`config.mk`:
```
export PLATFORM = sky130hd
export DESIGN_NAME = tuner_phy_pwr_detect
export DESIGN_NICKNAME = d
export VERILOG_FILES = /design/src/rtl/tuner_phy_pwr_detect.sv
export SDC_FILE = /design/constraint.sdc
export NUM_CORES = 1
export LEC_CHECK = 0
export CAP_MARGIN = 5
export CORE_MARGIN = 2
export CORE_UTILIZATION = 45
export CTS_BUF_LIST = sky130_fd_sc_hd__clkbuf_4 sky130_fd_sc_hd__clkbuf_8
export DETAILED_ROUTE_END_ITERATION = 8
export PLACE_DENSITY_LB_ADDON = 0.08
export SETUP_SLACK_MARGIN = 0.2
export SYNTH_ARGS = -nofsm -noshare
export SYNTH_HDL_FRONTEND = slang
export SYNTH_SLANG_ARGS = --single-unit
```
`constraint.sdc`:
```
create_clock -name clk -period 2.3 [get_ports clk]
set_input_delay 0.69 -clock clk [delete_from_list [all_inputs] [get_ports clk]]
set_output_delay 0.69 -clock clk [all_outputs]
set_load 0.02 [all_outputs]
```
`src/rtl/tuner_phy_pwr_detect.sv`:
```
// Tuner PHY power detector: settle after a code update, average 2^AVG_LOG2 ADC samples, report the result.
// Optional peak tracking is enabled by defining TUNER_PHY_DETECT_PEAK_EN.
module tuner_phy_pwr_detect #(
   parameter int ADC_WIDTH  = 8,
   parameter int CODE_WIDTH = 8,
   parameter int AVG_LOG2   = 2,
   parameter int WAIT_WIDTH = 8
) (
   input  logic                  clk,
   input  logic                  rst_n,
   input  logic                  i_start,
   input  logic [CODE_WIDTH-1:0] i_code,
   input  logic [WAIT_WIDTH-1:0] i_cfg_wait,
   input  logic                  i_adc_valid,
   input  logic [ADC_WIDTH-1:0]  i_adc_data,
   input  logic                  i_err_clr,
`ifdef TUNER_PHY_DETECT_PEAK_EN
   input  logic                  i_peak_clr,
   output logic [ADC_WIDTH-1:0]  o_peak_pwr,
   output logic [CODE_WIDTH-1:0] o_peak_code,
`endif
   output logic                  o_busy,
   output logic                  o_done,
   output logic [ADC_WIDTH-1:0]  o_pwr,
   output logic [CODE_WIDTH-1:0] o_code,
   output logic                  o_err_multi,
   output logic [2:0]            o_state
);

   localparam int ACC_W = ADC_WIDTH + AVG_LOG2;

   typedef enum logic [2:0] {
      DETECT_IDLE   = 3'd0,
      DETECT_WAIT   = 3'd1,
      DETECT_ACTIVE = 3'd2,
      DETECT_DONE   = 3'd3
   } tuner_phy_detect_state_e;

   tuner_phy_detect_state_e state_r;
   logic [WAIT_WIDTH-1:0]   wait_cnt_r;
   logic [AVG_LOG2-1:0]     smp_cnt_r;
   logic [ACC_W-1:0]        acc_r;
   logic [CODE_WIDTH-1:0]   code_r;

   logic [ACC_W-1:0]        acc_sum_s;
   logic                    smp_last_s;
   logic                    err_set_s;

   // Accumulator sum and control decodes used by the FSM and error flag.
   always_comb begin
      acc_sum_s  = acc_r + ACC_W'(i_adc_data);
      smp_last_s = (smp_cnt_r == {AVG_LOG2{1'b1}});
      err_set_s  = i_start && (state_r != DETECT_IDLE);
   end

   // Detection FSM with its datapath registers and registered result outputs.
   always_ff @(posedge clk or negedge rst_n) begin
      if (!rst_n) begin
         state_r    <= DETECT_IDLE;
         wait_cnt_r <= '0;
         smp_cnt_r  <= '0;
         acc_r      <= '0;
         code_r     <= '0;
         o_busy     <= 1'b0;
         o_done     <= 1'b0;
         o_pwr      <= '0;
         o_code     <= '0;
      end else begin
         case (state_r)
            DETECT_IDLE: begin
               o_done <= 1'b0;
               if (i_start) begin
                  code_r     <= i_code;
                  wait_cnt_r <= i_cfg_wait;
                  acc_r      <= '0;
                  smp_cnt_r  <= '0;
                  o_busy     <= 1'b1;
                  // A zero settling time skips WAIT entirely.
                  if (i_cfg_wait != '0) begin
                     state_r <= DETECT_WAIT;
                  end else begin
                     state_r <= DETECT_ACTIVE;
                  end
               end else begin
                  o_busy <= 1'b0;
               end
            end
            DETECT_WAIT: begin
               o_done     <= 1'b0;
               o_busy     <= 1'b1;
               wait_cnt_r <= wait_cnt_r - WAIT_WIDTH'(1);
               if (wait_cnt_r == WAIT_WIDTH'(1)) begin
                  state_r <= DETECT_ACTIVE;
               end
            end
            DETECT_ACTIVE: begin
               o_busy <= 1'b1;
               o_done <= 1'b0;
               if (i_adc_valid) begin
                  acc_r     <= acc_sum_s;
                  smp_cnt_r <= smp_cnt_r + AVG_LOG2'(1);
                  if (smp_last_s) begin
                     state_r <= DETECT_DONE;
                     o_done  <= 1'b1;
                     o_pwr   <= acc_sum_s[ACC_W-1:AVG_LOG2];
                     o_code  <= code_r;
                  end
               end
            end
            DETECT_DONE: begin
               state_r <= DETECT_IDLE;
               o_busy  <= 1'b0;
               o_done  <= 1'b0;
            end
            default: begin
               state_r <= DETECT_IDLE;
               o_busy  <= 1'b0;
               o_done  <= 1'b0;
            end
         endcase
      end
   end

   // Sticky multi-start error; a set in the same cycle as a clear wins.
   always_ff @(posedge clk or negedge rst_n) begin
      if (!rst_n) begin
         o_err_multi <= 1'b0;
      end else if (err_set_s) begin
         o_err_multi <= 1'b1;
      end else if (i_err_clr) begin
         o_err_multi <= 1'b0;
      end
   end

`ifdef TUNER_PHY_DETECT_PEAK_EN
   // Peak tracker: strictly-greater update keeps the earlier code on ties; clear has priority.
   always_ff @(posedge clk or negedge rst_n) begin
      if (!rst_n) begin
         o_peak_pwr  <= '0;
         o_peak_code <= '0;
      end else if (i_peak_clr) begin
         o_peak_pwr  <= '0;
         o_peak_code <= '0;
      end else if (o_done && (o_pwr > o_peak_pwr)) begin
         o_peak_pwr  <= o_pwr;
         o_peak_code <= o_code;
      end
   end
`endif

   assign o_state = state_r;

endmodule

```
Yosys cells after proc, flatten, opt, wreduce, memory -nomap -nowiden
Cells that the tools add are included.
Storage, ports and cells
  input port bits: 29
  word-level logic and storage cells: 55
  output and inout port bits: 22
  bits in registers: 50
Cells by class
  reductions and logical operators: 13
  $add $sub $neg: 3
  eq/ne operators: 8
  mux-type cells: 21
Operators by type and width (number)
  10-bit two-way mux: 2
  10-bit one-hot mux with 2 select lines: 1
  8-bit one-hot mux with 2 select lines: 1
  3-bit two-way mux: 4
  10-bit by 8-bit adder with 10-bit output: 1
  3-bit one-hot mux with 3 select lines: 1
  8-bit by 1-bit == test with 1-bit output (second input constant): 1
  8-bit two-way mux: 1
  2-bit inequality test (second input constant): 4
  8-bit nonzero test: 1
  8-bit by 1-bit subtractor with 8-bit output (second input constant): 1
  1-bit two-way mux: 6
  2-bit two-way mux: 3
  3-bit AND reduction: 2
  2-bit nonzero test: 3
  2-bit one-hot mux with 2 select lines: 1
  2-bit AND reduction: 2
  4-bit AND reduction: 1
  3-bit by 1-bit == test with 1-bit output (second input constant): 1
  3-bit by 2-bit == test with 1-bit output (second input constant): 1
  3-bit logical NOT: 1
  3-bit nonzero test: 1
  2-bit by 1-bit adder with 2-bit output (second input constant): 1
  2-bit == test (second input constant): 1
  other kinds (3): 3

Depth between registers and ports, before layout
Gate-level depths: netlist of the first run.
  depth in word-level cells: 4
  mapped depth: 9

Least setup slack after synthesis of the first run
OpenSTA, ideal clock, no wires.
  path type: input to register
  start: input i_adc_data[0]
  end: register acc_r[6]
  required time: 2.178 ns
  arrival time: 2.228 ns
  setup time: 0.122 ns
  buffers on the path: 0
  stages: 8
  path slack: -0.049 ns
  cell sequence: ha_1 > inv_1 > fa_1 > nor2b_4 > o31a_1 > o21a_1 > or3_1 > a32o_1
Between the ends
  longest elaborated chain between the ends: 3
Ends and longest elaborated chain
  start, declared: RTL line 15  | input logic [ADC_WIDTH-1:0] i_adc_data,
  10-bit by 8-bit adder with 10-bit output: RTL line 51  | acc_sum_s = acc_r + ACC_W'(i_adc_data);
  10-bit two-way mux: RTL line 99  | if (i_adc_valid) begin
  10-bit one-hot mux with 2 select lines: RTL line 69  | case (state_r)
  end signal, assigned: RTL line 100  | acc_r <= acc_sum_s;
  end, declared: RTL line 42  | logic [ACC_W-1:0] acc_r;
No other way between the ends. The select of a mux whose other input is x is not followed.
A chain may end at the register's enable or synchronous reset.

Final worst setup path of the first run
  start: input i_adc_data[3]
  end: register acc_r[6]
The elaborated chain is that of the path after synthesis.

==> insert_results.sql, run 1 <==
INSERT INTO impl_metrics (metric_group, metric, value, unit) VALUES
('synth', 'syn-instance-count', '247', ''),
('hold_path', 'hp-class', 'in -> async', ''),
('timing', 'final.period_utilization', '92.3', '%'),
('cts', 'cts-root-to-sink-buffers', '2', ''),
('layout', 'postLayoutCellArea', '0.00349', 'mm^2'),
('pwr', 'worst_ir_drop_vdd', '0.000521', 'V'),
('synth', 'yosys_warnings', '0', ''),
('synth', 'syn_avg_cell_area', '10.3', 'um^2'),
('place', 'finalWeightedCongestion', '0.846', ''),
('critical_path', 'timing.critical_path.fanout_max', '2', ''),
('place', 'hpwl', '4060', 'um'),
('cts', 'clock_sink_count', '49', ''),
('synth', 'post-synth-top-area-cell', 'dfrtp_1', ''),
('layout', 'postLayoutCoreUtil', '63.7', '%'),
('drt', 'detail_route.iter0.violations', '60', ''),
('synth', 'yosys_register_bits', '49', ''),
('layout', 'layout-drive-gt1-share', '22.6', '%'),
('layout', 'num_antenna_cells', '0', ''),
('layout', 'syn2layout_area_growth', '36.8', '%'),
('timing', 'relSlewSlack', '58.8', '%'),
('floorplan', 'pin_count', '51', ''),
('cts', 'cts.clk_slew.worst_paths', '0.10', 'ns'),
('global_route', 'number_of_global_route_vias_before_repair', '2015', ''),
('cts', 'htree_levels', '2', ''),
('floorplan', 'design.die.area', '0.00628', 'mm^2'),
('drt', 'met2_length', '2620', 'um'),
('synth', 'yosys_most_used_dff', 'dfrtp_1', ''),
('place', 'portBuffers', '49', ''),
('timing', 'report.final.setup_viol', '0', ''),
('critical_path', 'reg2regPathDepth', '8', ''),
('timing', 'maxClockFrequency', '471', 'MHz'),
('synth', 'async_flop_share', '100', '%'),
('cts', 'postCtsHoldBufs', '0', ''),
('cts', 'numCtsBuffers', '5', ''),
('timing', 'finalMaxSlewViolations', '0', ''),
('timing', 'timing_hold_violations_final', '0', ''),
('synth', 'synth-edff-count', '0', ''),
('place', 'post_placement_cell_area', '0.00332', 'mm^2'),
('cts', 'cts_tree', 'built', ''),
('critical_path', 'worst-endpoint-arrival', '2.33', 'ns'),
('run_status', 'run_status', 'complete, no violations', ''),
('drt', 'vias', '2061', ''),
('critical_path', 'worstSetupEndpointType', 'flop', ''),
('cts', 'clk_latency', '0.30', 'ns'),
('floorplan', 'rows', '27', ''),
('timing', 'fin_skew', '0.00957', 'ns'),
('critical_path', 'critical_path.startpoint_type', 'input port', ''),
('layout', 'finalNetCount', '367', ''),
('drt', 'final_wirelength', '5510', 'um'),
('flow_run', 'drv_cap', '0', ''),
('cts', 'clk_root_buffer_cell', 'clkbuf_8', ''),
('global_route', 'grt_usage', '18.9', '%'),
('synth', 'synth.top_cells.by_count', 'dfrtp_1, nand2_1, mux2_2', ''),
('global_route', 'maximum_number_of_pins_on_one_net_before_global_route_repair', '50', ''),
('timing', 'final_period_demand_of_the_worst_path', '2.12', 'ns'),
('timing', 'worst-slew-pin-transition', '0.619', 'ns'),
('drt', 'avgRoutedWirePerCell', '13.9', 'um'),
('timing', 'hold_slack', '0.468', 'ns'),
('synth', 'synth.yosys.seq_area_share', '48.1', '%'),
('drt', 'wirelength_met1', '2510', 'um'),
('floorplan', 'fp.dieH', '79.3', 'um'),
('drt', 'drtAntennaViolNets', '0', ''),
('drt', 'top_layer_used_by_detailed_routing', 'met4', ''),
('synth', 'post_synth_num_cell_types', '45', ''),
('synth', 'synth_fp_nets', '292', ''),
('pwr', 'powerDensity', '1070', 'mW/mm^2'),
('global_route', 'antenna_violations_before_repair', '0', ''),
('drt', 'avgViaCountPerCell', '5.22', ''),
('synth', 'synth_area_leaders', 'dfrtp_1, mux2_2, ha_1, nand2_1, o21ai_0', ''),
('pwr', 'power.leakage', '0.00162', 'uW'),
('floorplan', 'floorplan.core_area', '0.00547', 'mm^2'),
('critical_path', 'critical_path_required', '2.50', 'ns'),
('floorplan', 'floorplan.die.width', '79.3', 'um'),
('timing', 'rsz0062_at_grt', 'true', ''),
('synth', 'yosysMostFrequentCell', 'dfrtp_1', ''),
('synth', 'post-synth-top-area-fraction', '48.1', '%'),
('global_route', 'grt_overflow_total', '0', ''),
('drt', 'met3RoutedLength', '309', 'um'),
('drt', 'remaining_drc_errors', '0', ''),
('synth', 'synth_area', '0.00255', 'mm^2'),
('drt', 'firstDrtPassIters', '4', ''),
('global_route', 'grt_first_pass_wirelength', '9160', 'um'),
('timing', 'final.setup.tns', '0', 'ns'),
('floorplan', 'initial_utilization', '46.6', '%'),
('critical_path', 'critical_path_class', 'in -> reg', '');
## layer usage
layer / up-vias / GRT usage, %
met2: 41 / 31.4
met5: - / 0
li1: 1039 / -
met3: 5 / 5.45
met4: 0 / 6.72
met1: 976 / 23.6
## repair_timing
item	CTS	global route
endpoints found under the setup margin	13	9
resized for setup	16	10
setup buffers	2	0
hold endpoints to repair	0	0
pin swaps	9	5
## cells by family after synthesis
| kind of cell | count (synthesis) | synth area share (%) |
|---|---|---|
| AO/OA/AOI/OAI | 65 | 16.6 |
| XOR/XNOR | 4 | 1.37 |
| adder cells (fa/ha/maj) | 16 | 8.15 |
| buffers and inverters | 21 | 3.39 |
| flip-flops | 49 | 48.1 |
| multiplexers | 22 | 9.57 |
| other | 1 | 0.147 |
| AND/OR/NAND/NOR | 69 | 12.7 |
## sequential cells by signal (all words and copies together) (netlist names)
| register | cells |
|---|---|
| o_pwr | 8 |
| code_r | 8 |
| o_done | 1 |
| o_state | 2 |
| o_err_multi | 1 |
| o_busy | 1 |
| acc_r | 10 |
| wait_cnt_r | 8 |
| smp_cnt_r | 2 |
| o_code | 8 |
## critical path, cell delays in order
cell	delay, ns
dlygate4sd2_1	0.23
ha_1	0.28
o21a_1	0.18
o31a_1	0.12
o21a_1	0.20
or3_4	0.37
a32o_1	0.26
## path summary, 6_finish.rpt
check | start | to | slack, ns
max in group asynchronous | rst_n | wait_cnt_r[3] | 1.41
min in group clk | o_pwr[0] | o_pwr[0] | 0.49
worst min-delay path | rst_n | acc_r[1] | 0.47
worst min register to register | o_pwr[0] | o_pwr[0] | 0.49
worst max-delay path | i_adc_data[3] | acc_r[6] | 0.18
worst max register to register | acc_r[0] | acc_r[6] | 0.21
## final cells by class
class                   count  area (um^2)
repair buffers             76          703
fillers                   484         1980
well taps                  72         90.1
clock inverters             2         17.5
clock buffers               6         82.6
flip-flops and latches     49         1230
multi-input cells         177         1320
inverters                  13         48.8
## where the power goes
part	switching (uW)	internal, uW	leakage, uW
Clock	305	250	0.0000518
Sequential	206	1150	0.000632
Combinational	916	912	0.000933
Total	1430	2310	0.00162
## layout by cell type (no fill, tap or decap), drive strengths merged, types with 3 or more instances in the layout
master / netlist / routed
nor3: 4 / 4
or3: 3 / 3
ha: 15 / 15
a211oi: 3 / 3
o21ai: 18 / 18
dlymetal6s2s: 0 / 3
nand3: 6 / 6
buf: 4 / 29
a21o: 3 / 3
nand2: 28 / 28
clkdlybuf4s50: 0 / 40
mux2: 19 / 19
mux2i: 3 / 3
nor2: 15 / 15
inv: 12 / 13
o21a: 4 / 4
a31oi: 3 / 3
a22o: 6 / 6
clkbuf: 4 / 7
nor4: 3 / 3
dfrtp: 49 / 49
a21oi: 13 / 13
## metrics by stage
stage / std cells / total power [uW] / setup slack (ns)
after floorplan: 247 / 2500 / 0.0493
after global placement: 385 / 3120 / -0.475
after detailed placement: 385 / 3150 / -0.494
after CTS: 395 / 3740 / 0.142
after global routing: 395 / 4050 / 0.160
final: 395 / 3740 / 0.176
(Power assumes the default switching activity.)
==> run 2: changes to the inputs <==
==> constraint.sdc (replaced) <==
create_clock -name clk -period 1.9 [get_ports clk]
set_input_delay 0.57 -clock clk [delete_from_list [all_inputs] [get_ports clk]]
set_output_delay 0.57 -clock clk [all_outputs]
set_load 0.02 [all_outputs]
==> insert_results.sql, run 2 (same netlist as run 1, synthesis figures left out) <==
INSERT INTO impl_metrics (metric_group, metric, value, unit) VALUES
('run_status', 'run_status', 'finished, violations left', ''),
('run_status', 'failed_checks', 'setup timing', ''),
('place', 'finalWeightedCongestion', '0.861', ''),
('critical_path', 'worst_r2r_startpoint', 'acc_r[0]', ''),
('timing', 'maxClockFrequency', '489', 'MHz'),
('global_route', 'grt_overflow_total', '0', ''),
('critical_path', 'worst-endpoint-arrival', '2.25', 'ns'),
('layout', 'largest_register_ff_count', '10', ''),
('place', 'portBuffers', '49', ''),
('critical_path', 'critical_path.startpoint_type', 'flop', ''),
('cts', 'htree_levels', '2', ''),
('floorplan', 'rows', '27', ''),
('critical_path', 'cp_slowest_stage_delay', '0.42', 'ns'),
('pwr', 'power.leakage', '0.00184', 'uW'),
('global_route', 'maximum_number_of_pins_on_one_net_before_global_route_repair', '29', ''),
('cts', 'numCtsBuffers', '5', ''),
('timing', 'final.setup.tns', '-0.741', 'ns'),
('layout', 'nFillCells', '458', ''),
('drt', 'avgRoutedWirePerCell', '14.4', 'um'),
('drt', 'vias', '2209', ''),
('critical_path', 'worstPathCellList', 'ha_4, inv_2, fa_2, nor2b_4, o31a_1, o21a_1, or3_4, a32o_1', ''),
('flow_run', 'drv_cap', '0', ''),
('global_route', 'antenna_violations_before_repair', '0', ''),
('critical_path', 'reg2regPathDepth', '8', ''),
('layout', 'final-instance-count-excl-fill', '420', ''),
('critical_path', 'r2r_slack', '-0.15', 'ns'),
('floorplan', 'floorplan.core_area', '0.00547', 'mm^2'),
('layout', 'syn2layout_area_growth', '48.4', '%'),
('place', 'post-place-cells', '402', ''),
('global_route', 'grt_first_pass_wirelength', '9430', 'um'),
('timing', 'timing_hold_violations_final', '0', ''),
('cts', 'cts.clk_slew.worst_paths', '0.11', 'ns'),
('critical_path', 'timing.critical_path.fanout_max', '2', ''),
('critical_path', 'worstSetupEndpointType', 'flop', ''),
('place', 'hpwl', '4270', 'um'),
('timing', 'report.final.setup_viol', '9', ''),
('drt', 'final_wirelength', '6060', 'um'),
('critical_path', 'r2r-end', 'acc_r[6]', ''),
('pwr', 'powerDensity', '1300', 'mW/mm^2'),
('layout', 'layout-drive-gt1-share', '34.5', '%'),
('floorplan', 'initial_utilization', '46.6', '%'),
('timing', 'final.period_utilization', '108', '%'),
('hold_path', 'hp-class', 'in -> async', ''),
('layout', 'largest-register', 'acc_r', ''),
('timing', 'fin_skew', '0.0105', 'ns'),
('layout', 'layout_common_cells', 'buf_4, dfrtp_1, nand2_1', ''),
('timing', 'final_period_demand_of_the_worst_path', '2.05', 'ns'),
('timing', 'worst_slack', '-0.145', 'ns'),
('pwr', 'worst_ir_drop_vdd', '0.000698', 'V'),
('layout', 'final_common_cell', 'buf_4', ''),
('global_route', 'grt_usage', '19.2', '%'),
('cts', 'cts-root-to-sink-buffers', '2', ''),
('drt', 'drtAntennaViolNets', '0', ''),
('cts', 'clock_sink_count', '49', ''),
('layout', 'finalNetCount', '392', ''),
('timing', 'finalMaxSlewViolations', '0', ''),
('floorplan', 'pin_count', '51', ''),
('cts', 'clk_root_buffer_cell', 'clkbuf_8', ''),
('cts', 'clk_latency', '0.30', 'ns'),
('layout', 'num_antenna_cells', '0', ''),
('drt', 'firstDrtPassIters', '4', ''),
('drt', 'detail_route.iter0.violations', '86', ''),
('floorplan', 'design.die.area', '0.00628', 'mm^2'),
('cts', 'postCtsHoldBufs', '0', ''),
('global_route', 'number_of_global_route_vias_before_repair', '2022', ''),
('drt', 'avgViaCountPerCell', '5.26', ''),
('critical_path', 'critical_path_required', '2.11', 'ns'),
('critical_path', 'cpMaxStageDelayCell', 'dfrtp_1', ''),
('cts', 'cts_tree', 'built', ''),
('floorplan', 'floorplan.die.width', '79.3', 'um'),
('floorplan', 'fp.dieH', '79.3', 'um'),
('drt', 'remaining_drc_errors', '0', ''),
('timing', 'rsz0062_at_grt', 'true', ''),
('critical_path', 'critical_path_class', 'reg -> reg', '');
-- run 2: cell types whose count changed in the layout (fill, tap and decap cells not counted), sizes merged --
cell | previous run | this run
buf | 29 | 54
clkdlybuf4s50 | 40 | 19
dlygate4sd2 | 2 | 22
clkdlybuf4s15 | 1 | 0
dlymetal6s2s | 3 | 4
inv | 13 | 14
-- run 2: area by class of cell --
cell class,count,area [um^2],share of cell area (%)
timing repair buffer,101,863,22.8
clock inverter,3,28.8,0.760
multi-input combinational,177,1460,38.5
sequential,49,1230,32.5
inverter,13,48.8,1.29
tap,72,90.1,2.38
clock buffer,5,68.8,1.82
-- run 2: what timing repair did --
action | in CTS | in global routing
endpoints found under the setup margin | 40 | 27
pin swaps | 9 | 17
resized for setup | 37 | 41
gates cloned | 0 | 0
setup buffers | 2 | 8
-- run 2: where the power goes --
part | total [uW] | leakage (uW) | switching [uW] | internal, uW
clock | 666 | 0.0000506 | 390 | 276
combinational | 2590 | 0.00116 | 1270 | 1320
sequential | 1660 | 0.000630 | 262 | 1400
total | 4910 | 0.00184 | 1920 | 2990
-- run 2: worst max-delay path: cells and delay by family, from the launching register on --
family / cells / cell delay (ns)
compound gates: 3 / 0.70
simple gates: 2 / 0.38
fa+ha+maj: 2 / 0.40
buf+inv: 1 / 0.05
flops: 1 / 0.42
-- run 2: worst max path at each step --
stage                        startpoint        to  slack (ns)  cells past startpoint
after global placement    i_adc_data[0]  acc_r[6]       -0.76                      9
after floorplan           i_adc_data[0]  acc_r[6]       -0.23                      8
after CTS                      acc_r[0]  acc_r[6]       -0.21                      8
after global routing           acc_r[0]  acc_r[6]       -0.21                      8
final                          acc_r[0]  acc_r[6]       -0.15                      8
after detailed placement  i_adc_data[0]  acc_r[6]       -0.77                      9
-- run 2: per-stage QoR --
| step | total power, uW | util (%) | area (um^2) | hold WS (ns) | setup slack (ns) |
|---|---|---|---|---|---|
| floorplan | 3030 | - | 2580 | 0.274 | -0.231 |
| global placement | 3870 | 63.1 | 3450 | 0.463 | -0.755 |
| detailed placement | 3920 | 63.1 | 3450 | 0.473 | -0.767 |
| CTS | 4580 | 65.1 | 3560 | 0.238 | -0.214 |
| global route | 5310 | 69.2 | 3780 | 0.249 | -0.206 |
| finish | 4910 | 69.2 | 3780 | 0.233 | -0.145 |
-- run 2: per-layer routing --
layer  wire [um]  GRT usage, %  vias to the layer above
met3         394          5.34                        4
li1            -             -                     1082
met4          37          4.66                        0
met5           0             0                        -
met2        2920          29.7                       64
met1        2700          26.8                     1059
